==> src/rtl/muldiv_seq_if.sv <==
// muldiv_seq_if: request/response bundle between an issuing controller and the sequential multiply/divide unit.
interface muldiv_seq_if #(parameter int WIDTH = 32);
  logic valid;
  logic [2:0] op;
  logic [WIDTH-1:0] a;
  logic [WIDTH-1:0] b;
  logic ready;
  logic [WIDTH-1:0] result;
  logic div_by_zero;
  logic busy;
  modport master(output valid, op, a, b, input ready, result, div_by_zero, busy);
  modport slave(input valid, op, a, b, output ready, result, div_by_zero, busy);
endinterface

==> src/rtl/muldiv_seq.sv <==
// muldiv_seq: RV32M multiply/divide unit, shift-add multiply and radix-2 restoring divide on operand magnitudes.
module muldiv_seq #(
  parameter int WIDTH = 32,
  parameter int MUL_STEP = 1,
  parameter int EARLY_OUT = 1
) (
  input logic clk,
  input logic resetn,
  muldiv_seq_if.slave bus
);
  localparam int W = WIDTH;
  localparam int CW = $clog2(WIDTH) + 1;
  typedef enum logic [1:0] {IDLE, CALC, DONE, HOLD} state_t;
  state_t state;
  logic [2:0] op_r;
  logic [W-1:0] a_r, m, ma, mb, dv, fin, result;
  logic [2*W-1:0] p, p_nx, prod;
  logic [W+MUL_STEP-1:0] msum;
  logic [W:0] r2, diff;
  logic [CW-1:0] cnt;
  logic neg, dz, sa, sb, is_div, zero, ovf, early, last, ready, busy, div_by_zero;
  assign bus.ready = ready;
  assign bus.busy = busy;
  assign bus.result = result;
  assign bus.div_by_zero = div_by_zero;
  always_comb begin
    is_div = bus.op[2];
    sa = bus.a[W-1] & (is_div ? ~bus.op[0] : (bus.op[1:0] == 2'b01 || bus.op[1:0] == 2'b10));
    sb = bus.b[W-1] & (is_div ? ~bus.op[0] : (bus.op[1:0] == 2'b01));
    ma = sa ? -bus.a : bus.a;
    mb = sb ? -bus.b : bus.b;
    zero = is_div && bus.b == '0;
    ovf = is_div && !bus.op[0] && bus.a == {1'b1, {(W-1){1'b0}}} && &bus.b;
    early = EARLY_OUT != 0 && (zero || ovf);
    msum = (W+MUL_STEP)'(p[2*W-1:W]) + (W+MUL_STEP)'(m) * (W+MUL_STEP)'(p[MUL_STEP-1:0]);
    r2 = {p[2*W-1:W], p[W-1]};
    diff = r2 - {1'b0, m};
    // multiply retires multiplier bits from the low half; divide shifts quotient bits into it
    p_nx = op_r[2] ? (diff[W] ? {r2[W-1:0], p[W-2:0], 1'b0} : {diff[W-1:0], p[W-2:0], 1'b1})
                   : {msum, p[W-1:MUL_STEP]};
    prod = neg ? -p_nx : p_nx;
    dv = op_r[1] ? p_nx[2*W-1:W] : p_nx[W-1:0];
    fin = !op_r[2] ? (op_r[1:0] == 2'b00 ? prod[W-1:0] : prod[2*W-1:W])
                   : dz ? (op_r[1] ? a_r : '1) : (neg ? -dv : dv);
    last = cnt == CW'(op_r[2] ? W - 1 : W / MUL_STEP - 1);
  end
  always_ff @(posedge clk or negedge resetn) begin
    if (!resetn) begin
      state <= IDLE;
      ready <= 1'b0;
      busy <= 1'b0;
      result <= '0;
      div_by_zero <= 1'b0;
      cnt <= '0;
      op_r <= '0;
      a_r <= '0;
      m <= '0;
      p <= '0;
      neg <= 1'b0;
      dz <= 1'b0;
    end else begin
      case (state)
        IDLE: if (bus.valid) begin
          op_r <= bus.op;
          a_r <= bus.a;
          m <= mb;
          p <= {{W{1'b0}}, ma};
          neg <= (is_div && bus.op[1]) ? sa : sa ^ sb;
          dz <= zero;
          cnt <= '0;
          busy <= 1'b1;
          if (early) begin
            state <= DONE;
            ready <= 1'b1;
            result <= zero ? (bus.op[1] ? bus.a : '1) : (bus.op[1] ? '0 : bus.a);
            div_by_zero <= zero;
          end else state <= CALC;
        end
        CALC: begin
          p <= p_nx;
          cnt <= cnt + CW'(1);
          if (last) begin
            state <= DONE;
            ready <= 1'b1;
            result <= fin;
            div_by_zero <= dz;
          end
        end
        DONE: begin
          ready <= 1'b0;
          busy <= 1'b0;
          cnt <= '0;
          state <= bus.valid ? HOLD : IDLE;
        end
        HOLD: if (!bus.valid) state <= IDLE;
        default: state <= IDLE;
      endcase
    end
  end
endmodule

==> src/flat_wrapper.sv <==
// flat-port wrapper written by rule: the top's interface ports become plain ports
module muldiv_seq_flat 
#(
  parameter int WIDTH = 32,
  parameter int MUL_STEP = 1,
  parameter int EARLY_OUT = 1
)
  (clk, resetn, bus_valid, bus_op, bus_a, bus_b, bus_ready, bus_result, bus_div_by_zero, bus_busy);
  muldiv_seq_if #(.WIDTH(WIDTH)) bus_i ();
  input logic clk;
  input logic resetn;
  input wire logic [$bits(bus_i.valid)-1:0] bus_valid;
  input wire logic [$bits(bus_i.op)-1:0] bus_op;
  input wire logic [$bits(bus_i.a)-1:0] bus_a;
  input wire logic [$bits(bus_i.b)-1:0] bus_b;
  output wire logic [$bits(bus_i.ready)-1:0] bus_ready;
  output wire logic [$bits(bus_i.result)-1:0] bus_result;
  output wire logic [$bits(bus_i.div_by_zero)-1:0] bus_div_by_zero;
  output wire logic [$bits(bus_i.busy)-1:0] bus_busy;
  assign bus_i.valid = bus_valid;
  assign bus_i.op = bus_op;
  assign bus_i.a = bus_a;
  assign bus_i.b = bus_b;
  assign bus_ready = bus_i.ready;
  assign bus_result = bus_i.result;
  assign bus_div_by_zero = bus_i.div_by_zero;
  assign bus_busy = bus_i.busy;
  muldiv_seq #(.WIDTH(WIDTH), .MUL_STEP(MUL_STEP), .EARLY_OUT(EARLY_OUT)) u_core (.clk(clk), .resetn(resetn), .bus(bus_i));
endmodule
==> config.mk <==
export PLATFORM = sky130hd
export DESIGN_NAME = muldiv_seq_flat
export DESIGN_NICKNAME = d
export VERILOG_FILES = /design/src/rtl/muldiv_seq_if.sv /design/src/rtl/muldiv_seq.sv /design/src/flat_wrapper.sv
export SDC_FILE = /design/constraint.sdc
export NUM_CORES = 1
export LEC_CHECK = 0
export BUFFER_PORTS_ARGS = -buffer_cell sky130_fd_sc_hd__buf_4
export CAP_MARGIN = 20
export CORE_ASPECT_RATIO = 1.4
export CORE_MARGIN = 3
export CORE_UTILIZATION = 40
export CTS_BUF_LIST = sky130_fd_sc_hd__clkbuf_8
export DETAILED_ROUTE_END_ITERATION = 16
export GPL_ROUTABILITY_DRIVEN = 0
export GPL_TIMING_DRIVEN = 0
export PLACE_DENSITY = 0.61
export REMOVE_ABC_BUFFERS = 1
export SLEW_MARGIN = 10
export SYNTH_ARGS = -nofsm -noshare
export SYNTH_HDL_FRONTEND = slang
export SYNTH_SLANG_ARGS = --single-unit
export TNS_END_PERCENT = 1
==> constraint.sdc <==
create_clock -name clk -period 6.9 [get_ports clk]
set_clock_uncertainty 0.1 [all_clocks]
set_input_delay 0.345 -clock clk [delete_from_list [all_inputs] [get_ports clk]]
set_output_delay 0.345 -clock clk [all_outputs]
set_load 0.005 [all_outputs]
# Word level (Yosys, flattened, before mapping)
# Index checks and enable logic that the tools add are counted.
[totals] out_inout_bits=35 reg_bits=176 word_cells=98
[op_classes] addsub=7 multipliers=1 mux=41 n_bitwise=4 n_eq_ne=11 reduce_logical=22
[op_table] operator="$mux 32" n=14
[op_table] operator="$mux 64" n=4
[op_table] operator="$pmux 64 s2" n=1
[op_table] operator="$neg 32->32" n=3
[op_table] operator="$neg 64->64" n=1
[op_table] operator="$pmux 32 s2" n=1
[op_table] operator="$add 32x33->33" n=1
[op_table] operator="$mul 32x1->33" n=1
[op_table] operator="$sub 33x32->33" n=1
[op_table] operator="$eq 32x32->1 const B" n=1
[op_table] operator="$logic_not 32->1" n=1
[op_table] operator="$reduce_and 32->1" n=1
[op_table] operator="$pmux 6 s3" n=1
[op_table] operator="$mux 1" n=10
[op_table] operator="$mux 2" n=5
[op_table] operator="$pmux 2 s4" n=1
[op_table] operator="$reduce_and 2->1" n=4
[op_table] operator="$reduce_and 4->1" n=2
[op_table] operator="$add 6x1->6 const B" n=1
[op_table] operator="$eq 2x2->1 const B" n=3
[op_table] operator="$eq 6x5->1 const B" n=1
[op_table] operator="$mux 6" n=1
[op_table] operator="$logic_and 1x1->1" n=5
[op_table] operator="$eq 2x1->1 const B" n=2
[op_table] operator="13 further kinds" n=20

# Logic depth before layout (Yosys ltp)
# Gate-level depths: netlist of the first run.
[logic_depth] depth_word=10 ltp_mapped=26 depth_no_buf=24

# Worst setup path after synthesis of the first run
# Ideal clock, no wire load.
[synth_timing] kind="reg2reg" from="reg u_core.p[31]" to="reg u_core.result[26] (netlist: u_core.bus.result[26])" path_stages_with_launch=27 arrival_ps=5722 t_required_ps=6732 setup_slack_ps=1010 period_less_slack_ps=5890 setup_time_ps=68 cell_sequence="dfrtp_1 -> inv_1 -> ha_1 -> inv_1 -> fa_1 -> a21o_1 -> a221oi_4 -> o32a_2 -> a21oi_2 -> o211ai_4 -> buf_2 -> buf_2 -> nor2_1 -> a21oi_1 -> ha_1 -> o211ai_1 -> o21bai_1 -> or3_1 -> nor2_1 -> nand2_1 -> or3_1 -> or4_1 -> nor3_2 -> nand3_1 -> mux2_1 -> a21oi_1 -> a32o_1"
[synth_via] elab_chain_len=10
[synth_lines] element="from (decl)" line="muldiv_seq.sv:17" rtl="logic [2*W-1:0] p, p_nx, prod;"
[synth_lines] element="from (signal assigned)" line="muldiv_seq.sv:67" rtl="p <= {{W{1'b0}}, ma};"
[synth_lines] element="from (signal assigned)" line="muldiv_seq.sv:80" rtl="p <= p_nx;"
[synth_lines] element="$sub 33x32->33" line="muldiv_seq.sv:37" rtl="diff = r2 - {1'b0, m};"
[synth_lines] element="$mux 64" line="muldiv_seq.sv:39" rtl="p_nx = op_r[2] ? (diff[W] ? {r2[W-1:0], p[W-2:0], 1'b0} : {diff[W-1:0], p[W-2:0], 1'b1})"
[synth_lines] element="$mux 64 (*)" line="muldiv_seq.sv:39"
[synth_lines] element="$mux 32" line="muldiv_seq.sv:42" rtl="dv = op_r[1] ? p_nx[2*W-1:W] : p_nx[W-1:0];"
[synth_lines] element="$neg 32->32" line="muldiv_seq.sv:44" rtl=": dz ? (op_r[1] ? a_r : '1) : (neg ? -dv : dv);"
[synth_lines] element="$mux 32 (2 in a row)" line="muldiv_seq.sv:44"
[synth_lines] element="$mux 32 (*)" line="muldiv_seq.sv:43" rtl="fin = !op_r[2] ? (op_r[1:0] == 2'b00 ? prod[W-1:0] : prod[2*W-1:W])"
[synth_lines] element="$mux 32 (*)" line="muldiv_seq.sv:82" rtl="if (last) begin"
[synth_lines] element="$pmux 32 s2 (*)" line="muldiv_seq.sv:62" rtl="case (state)"
[synth_lines] element="to (signal assigned)" line="muldiv_seq.sv:75" rtl="result <= zero ? (bus.op[1] ? bus.a : '1) : (bus.op[1] ? '0 : bus.a);"
[synth_lines] element="to (signal assigned)" line="muldiv_seq.sv:85" rtl="result <= fin;"
[synth_lines] element="to (decl)" line="muldiv_seq.sv:16" rtl="logic [W-1:0] a_r, m, ma, mb, dv, fin, result;"
# Every way passes the cells marked *; elsewhere a longest branch is shown, timed or not. The select of a mux whose other input is x is not followed.
# A chain may end at the register's enable or synchronous reset.

# Worst setup path in the final report of the first run
[layout_timing] from="reg u_core.p[31]" to="reg u_core.result[20] (netlist: u_core.bus.result[20])"
# Same word-level chain as after synthesis.

==> results of run 1 <==
per-layer routing:
| metal | vias up | wire length, um | track usage, % |
|---|---|---|---|
| li1 | 9355 | - | - |
| met1 | 9496 | 28600 | 34.98 |
| met2 | 955 | 34000 | 48.38 |
| met3 | 195 | 4775 | 2.772 |
| met4 | 0 | 3957 | 15.07 |
| met5 | - | 0 | 0 |
synthesized netlist by cell type (8+ instances only):
| cell type | instances |
|---|---|
| or4_1 | 10 |
| buf_2 | 16 |
| o311ai_0 | 11 |
| nor3_1 | 66 |
| nand4_1 | 26 |
| mux2i_1 | 50 |
| o21ai_1 | 11 |
| a31oi_1 | 40 |
| mux2_2 | 14 |
| nor2b_1 | 16 |
| xor2_1 | 85 |
| a21oi_1 | 176 |
| or3_1 | 32 |
| and2_1 | 48 |
| a2111oi_0 | 8 |
| a21o_1 | 30 |
| nor3b_1 | 8 |
| dfrtp_1 | 176 |
| a21boi_0 | 9 |
| clkbuf_1 | 122 |
| nand2_1 | 385 |
| and3_1 | 27 |
| nand2b_1 | 20 |
| or2_2 | 17 |
| o21ai_0 | 203 |
| nand3_1 | 92 |
| nor4_1 | 23 |
| maj3_1 | 18 |
| xnor2_1 | 73 |
| inv_1 | 70 |
| ha_1 | 71 |
| o22ai_1 | 11 |
| buf_1 | 17 |
| o211ai_1 | 43 |
| o31ai_1 | 40 |
| o21bai_1 | 11 |
| a211oi_1 | 19 |
| a311oi_1 | 8 |
| o221ai_1 | 40 |
| o2111ai_1 | 14 |
| o21a_1 | 12 |
| o41ai_1 | 9 |
| nor2_1 | 218 |
| a22oi_1 | 13 |
sequential cells by signal, summed over array words and instances (netlist names):
name                    cells
u_core.dz                   1
u_core.bus.busy             1
u_core.bus.result          32
u_core.op_r                 3
u_core.bus.ready            1
u_core.cnt                  6
u_core.state                2
u_core.p                   64
u_core.m                   32
u_core.neg                  1
u_core.a_r                 32
u_core.bus.div_by_zero      1
cell families after synthesis:
logic type      Yosys count
flops                   176
compound gates          782
fa+ha+maj                91
mux                      74
simple gates           1021
xor+xnor                158
buf+inv                 232
worst paths after layout:
check / from / end / slack [ps] / depth (start not counted)
setup / recovery: u_core.p[31]$_DFFE_PN0P_ / u_core.bus.result[20]$_DFFE_PN0P_ / 220 / 24
hold / removal: bus_b[29] / u_core.m[29]$_DFFE_PN0P_ / 30 / 3
setup reg to reg: u_core.p[31]$_DFFE_PN0P_ / u_core.bus.result[20]$_DFFE_PN0P_ / 220 / 24
hold reg to reg: u_core.a_r[25]$_DFFE_PN0P_ / u_core.a_r[25]$_DFFE_PN0P_ / 380 / 2
max in group asynchronous: resetn / u_core.p[28]$_DFFE_PN0P_ / 5410 / 3
min in group asynchronous: resetn / u_core.m[2]$_DFFE_PN0P_ / 320 / 2
metrics by stage:
| step | TNS (ps) | cell area (um^2) | power, mW | hold WS [ps] | worst slack [ps] |
|---|---|---|---|---|---|
| 6_report | 0 | 20920 | 12.72 | 30.37 | 219.9 |
| 3_3_place_gp | -273000 | 19520 | 11.30 | 356.9 | -6918 |
| 4_1_cts | 0 | 20820 | 12.44 | 2.055 | 41.24 |
| 5_1_grt | -1.345 | 20920 | 13.65 | 20.59 | -1.345 |
| 2_1_floorplan | -43390 | 17980 | 8.573 | -50.59 | -1682 |
| 3_5_place_dp | -18730 | 19930 | 11.53 | 310.4 | -1798 |
layout make-up:
cell class	count	area (um^2)
fill	4557	24550
multi-input combinational	2127	13470
sequential	176	4413
timing repair buffer	169	1615
tap	611	764.5
inverter	72	275.3
clock buffer	18	247.7
clock inverter	14	131.4
antenna	1	2.502
timing repair:
item                                   in CTS  in global routing
hold buffers                               41                  0
gates cloned                                1                  0
resized for setup                          14                  7
pin swaps                                   2                  4
buffers inserted                            2                  1
endpoints found under the hold margin     123                  0
setup endpoints to repair                  16                  7
power breakdown:
part,total (mW),switching [mW],internal [mW]
registers,2.19,0.669,1.52
clock network,0.752,0.451,0.300
logic,9.78,6.26,3.52
critical path, delay by kind of cell (launching register included):
| kind | cells | cell delay (ps) |
|---|---|---|
| fa+ha+maj | 3 | 810 |
| compound gates | 12 | 2770 |
| flops | 1 | 510 |
| simple gates | 6 | 1990 |
| mux | 1 | 130 |
| buf+inv | 2 | 210 |
==> metrics.md, run 1 <==
| Metric | Value |
|---|---|
| Cell Pwr Density | `just over 600 nW/um^2` |
| Clock buffer depth | `2` |
| Wire per inst | `22.38 um` |
| Drt first pass iters | `8` |
| YS warnings | `0` |
| Top achievable clock speed | `149.7 MHz` |
| Fin crit period | `6680 ps` |
| Max-slew headroom | `22.77%` |
| Die Span Y | `around 260 um` |
| Cell count after synthesis | `around 2500` |
| Gr ovfl total | `0` |
| Area leader, netlist | `dfrtp_1` |
| P_leak | `between 8 and 9 nW` |
| Vias in the first global route | `18900` |
| Crit path cell chain | `inv_4 -> ha_1 -> inv_1 -> fa_1 -> a21o_1 -> a221oi_4 -> o32a_4 -> a21oi_2 -> o211ai_4 -> nor2_2 -> a21oi_2 -> ha_1 -> o211ai_1 -> o21bai_1 -> or3_4 -> or2_2 -> nor3_4 -> o2111ai_2 -> or2_4 -> nor4_1 -> mux2i_1 -> o21a_1 -> a211oi_1 -> o21ai_1` |
| FP Rows | `92` |
| Worst path arrival time | `6970 ps` |
| Core area | `approximately 45000 um^2` |
| Post-Route Utilization | `about 46%` |
| Post-synthesis mux area share | `4.502%` |
| Most common cell after layout, fill and taps aside | `nand2_1` |
| Sequential-to-total area share from yosys stat | `23.65%` |
| Critical path fanouts, max | `7` |
| Status | `completed` |
| Fin. max-slew vios | `0` |
| Synth Register Bits | `about 180` |
| TritonCTS Sinks | `176` |
| Mapped cell area | `between 15000 and 20000 um^2` |
| Synth Area in Simple Gates | `25.85%` |
| Placed wire-length estimate | `53180 um` |
| DIE WIDTH | `~190 um` |
| DR vias/cell | `6.274` |
| Critical Path RT | `7190 ps` |
| Most frequent cells in the layout | `nand2_1, nor2_1, o21ai_0` |
| Final setup vio count | `0` |
| Post-synth top area share | `about a quarter` |
| Port bufs | `104` |
| GRT Total Usage | `28.15%` |
| Initial Utilization | `40.95%` |
| Hold Path Class | `in -> reg` |
| Nets@finish | `between 2000 and 3000` |
| Endpoints failing hold | `0` |
| Worst-Skew Late Latency | `530 ps` |
| Pin count of the biggest net entering global routing | `95` |
| Via Count | `20000` |
| Avg Cell Area, Syn | `7.348 um^2` |
| Kind of critical path | `reg -> reg` |
| Global-route wire length before repair | `109700 um` |
| CP max stage delay | `roughly 500 ps` |
| Post-Synth XOR/XNOR Area | `under 10%` |
| DRC viols | `0` |
| CTS tree | `done` |
| Slowest library cell on the worst path | `dfrtp_2` |
| Routed Antenna Nets | `0` |
| Slew @ Worst Pin | `about 1200 ps` |
| I/O pin cnt | `approximately 110` |
| Startpoint types | `flop` |
| Layout cells sized above 1 | `9.977%` |
| CTS buffer count | `17` |
| VDD IR max | `231.7 uV` |
| Synth Flop Type | `dfrtp_1` |
| Post-Synth Adder-Cell Area | `under 10%` |
| Area Growth Syn to Fin | `12.36%` |
| First DRT Iteration DRCs | `~2200` |
| Final worst-path cycle share | `a little over nine tenths` |
| Post-synth EDFFs | `0` |
| Final non-filler cell total | `3188` |
| Synth area leaders | `dfrtp_1, nand2_1, o21ai_0` |
| Crit. End Element | `flop` |
| Worst-path clk slew | `110 ps` |
| Total wire length | `between 70000 and 80000 um` |
| Async SR Flop Fraction | `100.0%` |
| Largest family of logic cells by synthesized area | `compound AO/OA/AOI/OAI gates` |
| Antenna violations before repair | `2` |
| MaxCap Viol Count | `0` |
| Cell variety after synth | `102` |
| Root buffer cell | `clkbuf_8` |
| Total die area | `49210 um^2` |
| Post-synthesis compound-gate area fraction | `between 20% and 30%` |
| Cells after DPL | `3106` |
| Clock H-tree levels | `4` |
(Power assumes the default switching activity.)
==> run 2: changes to the inputs <==
ABC_AREA = 1   (was not set)
==> metrics.md, run 2 <==
| Metric | Value |
|---|---|
| Wire per inst | `18.70 um` |
| Worst-Skew Late Latency | `540 ps` |
| Most frequent cells in the layout | `nand2_1, inv_1, nor2_1` |
| Most common cell after layout, fill and taps aside | `nand2_1` |
| Core area | `49250 um^2` |
| Async SR Flop Fraction | `100.0%` |
| I/O pin cnt | `105` |
| Final setup vio count | `0` |
| Nets@finish | `between 3000 and 4000` |
| Fin. max-slew vios | `0` |
| Placed wire-length estimate | `61000 um` |
| Synth area leaders | `dfrtp_1, nand2_1, inv_1` |
| Critical path fanouts, max | `9` |
| Vias in the first global route | `21190` |
| Largest register FFs | `64` |
| MaxCap Viol Count | `0` |
| Sequential-to-total area share from yosys stat | `22.06%` |
| Post-synth top area share | `22.06%` |
| Busiest grt layer | `met2` |
| Synth Flop Type | `dfrtp_1` |
| Global-route wire length before repair | `118400 um` |
| Gr ovfl total | `0` |
| CP max stage delay | `410 ps` |
| Post-synth EDFFs | `0` |
| Commonest cells in the netlist | `nand2_1, inv_1, nor2_1, nand3_1, o21ai_0` |
| Reg with most FFs | `u_core.p` |
| TritonCTS Sinks | `176` |
| DRC viols | `0` |
| Kind of critical path | `reg -> reg` |
| Most used cell along the critical path | `nand2_1` |
| Area leader, netlist | `dfrtp_1` |
| Mapped cell area | `around 20000 um^2` |
| Total wire length | `76870 um` |
| Synth Register Bits | `176` |
| Clock buffer depth | `2` |
| Die Span Y | `270.4 um` |
| Slew @ Worst Pin | `1060 ps` |
| Pin count of the biggest net entering global routing | `between 100 and 150` |
| Worst-path clk slew | `110 ps` |
| Antenna violations before repair | `1` |
| Area Growth Syn to Fin | `11.02%` |
| Fin crit period | `about 6500 ps` |
| Met1 Usage GRT | `33.45%` |
| Port bufs | `104` |
| Worst hold slack | `35.49 ps` |
| Root buffer cell | `clkbuf_8` |
| Status | `completed` |
| Max-slew headroom | `29.16%` |
| Via Count | `22260` |
| Grt met2 use | `50.19%` |
| Crit. End Element | `flop` |
| Initial Utilization | `40.55%` |
| Final worst-path cycle share | `a little over nine tenths` |
| Cell count after synthesis | `roughly 3400` |
| Cell variety after synth | `55` |
| Post-CTS setup buffers | `0` |
| FP Rows | `96` |
| Clock H-tree levels | `4` |
| Final non-filler cell total | `~4100` |
| Slowest library cell on the worst path | `dfrtp_1` |
| Setup TNS | `0 ps` |
| First DRT Iteration DRCs | `1905` |
| Worst path arrival time | `6860 ps` |
| Count leader, synth | `nand2_1` |
| YS warnings | `0` |
| CTS tree | `done` |
| Hold Path Class | `in -> reg` |
| Grt met3 use | `about 2.2%` |
| GRT Total Usage | `28.55%` |
| Avg Cell Area, Syn | `approximately 5.8 um^2` |
| Top achievable clock speed | `154.1 MHz` |
| Layout cells sized above 1 | `between 8 and 9%` |
| Drt first pass iters | `8` |
| DIE WIDTH | `194.8 um` |
| Routed Antenna Nets | `0` |
| Critical Path RT | `7260 ps` |
| DR vias/cell | `~5.4` |
| RSZ-0062 raised after global routing | `no` |
| CTS buffer count | `17` |
| Total die area | `52680 um^2` |
| Layout fillers | `between 5000 and 6000` |
| Startpoint types | `flop` |
| Endpoints failing hold | `0` |
| Cells after DPL | `4047` |
run 2: cell types whose count changed in the layout (fill, tap and decap cells not counted), moves of 29 or more:
cell      before   now
nor2_1       211   314
inv_1         69   447
xnor2_1       73    14
nand2_1      383  1037
o21ai_0      203   250
and2_1        47     0
nand2_2        2    31
or3_1         31     0
o211ai_1      43    12
mux2i_1       50     0
nand3_1       92   302
run 2: final cells by class:
type,instances,area (um^2),area share (%)
Antenna cell,1,2.502,0.01129
Multi-Input combinational cell,2641,13250,59.78
Timing Repair Buffer,154,1506,6.795
Inverter,470,1774,8.003
Clock buffer,18,247.7,1.118
Sequential cell,176,4417,19.92
Clock inverter,14,171.4,0.7732
Tap cell,637,797.0,3.595
run 2: logic make-up after synthesis:
family                   synth area share [%]
XOR/XNOR                                3.766
flip-flops                              22.06
buffers and inverters                   11.77
AO/OA/AOI/OAI                           17.25
AND/OR/NAND/NOR                         40.51
adder cells (fa/ha/maj)                 4.649
run 2: what timing repair did:
action | CTS | global route
hold buffers | 29 | 0
hold endpoints to repair | 119 | 0
gates resized for setup | 0 | 0
run 2: worst max-delay path, delay by kind of cell, from the launching register on:
family	cells	cell delay, ps
and+or+nand+nor	25	3980
buffers and inverters	3	540
AOI/OAI and AO/OA	3	490
adders and majority gates	3	860
DFF	1	410
run 2: final timing paths:
| path | from | end | slack, ps | cells past startpoint |
|---|---|---|---|---|
| max | u_core.p[31]$_DFFE_PN0P_ | u_core.bus.result[22]$_DFFE_PN0P_ | 410 | 34 |
| min | bus_b[26] | u_core.m[26]$_DFFE_PN0P_ | 40 | 3 |
| max reg2reg | u_core.p[31]$_DFFE_PN0P_ | u_core.bus.result[22]$_DFFE_PN0P_ | 410 | 34 |
| min reg2reg | u_core.a_r[19]$_DFFE_PN0P_ | u_core.a_r[19]$_DFFE_PN0P_ | 380 | 2 |
| max in group asynchronous | resetn | u_core.bus.result[14]$_DFFE_PN0P_ | 5510 | 3 |
| min in group asynchronous | resetn | u_core.p[63]$_DFFE_PN0P_ | 250 | 2 |
run 2: metrics by stage:
step / utilization [%] / setup WS [ps] / cell area (um^2)
global route: 45.02 / 122.2 / 22170
global placement: 42.56 / -3496 / 20960
finish: 45.02 / 408.8 / 22170
floorplan: - / 1046 / 19380
CTS: 44.90 / 503.8 / 22110
detailed placement: 43.46 / 588.2 / 21400
run 2: routing by layer:
metal  routed length [um]  part of all wire, %
met1                30520                   40
met5                    0                    0
met3                 3081                  4.0
met4                 5364                  7.0
met2                37910                   49
Power of run 2 is left out: the tool's default activity adds up to more than one toggle a clock period on the data nets, which glitch-free logic cannot reach.
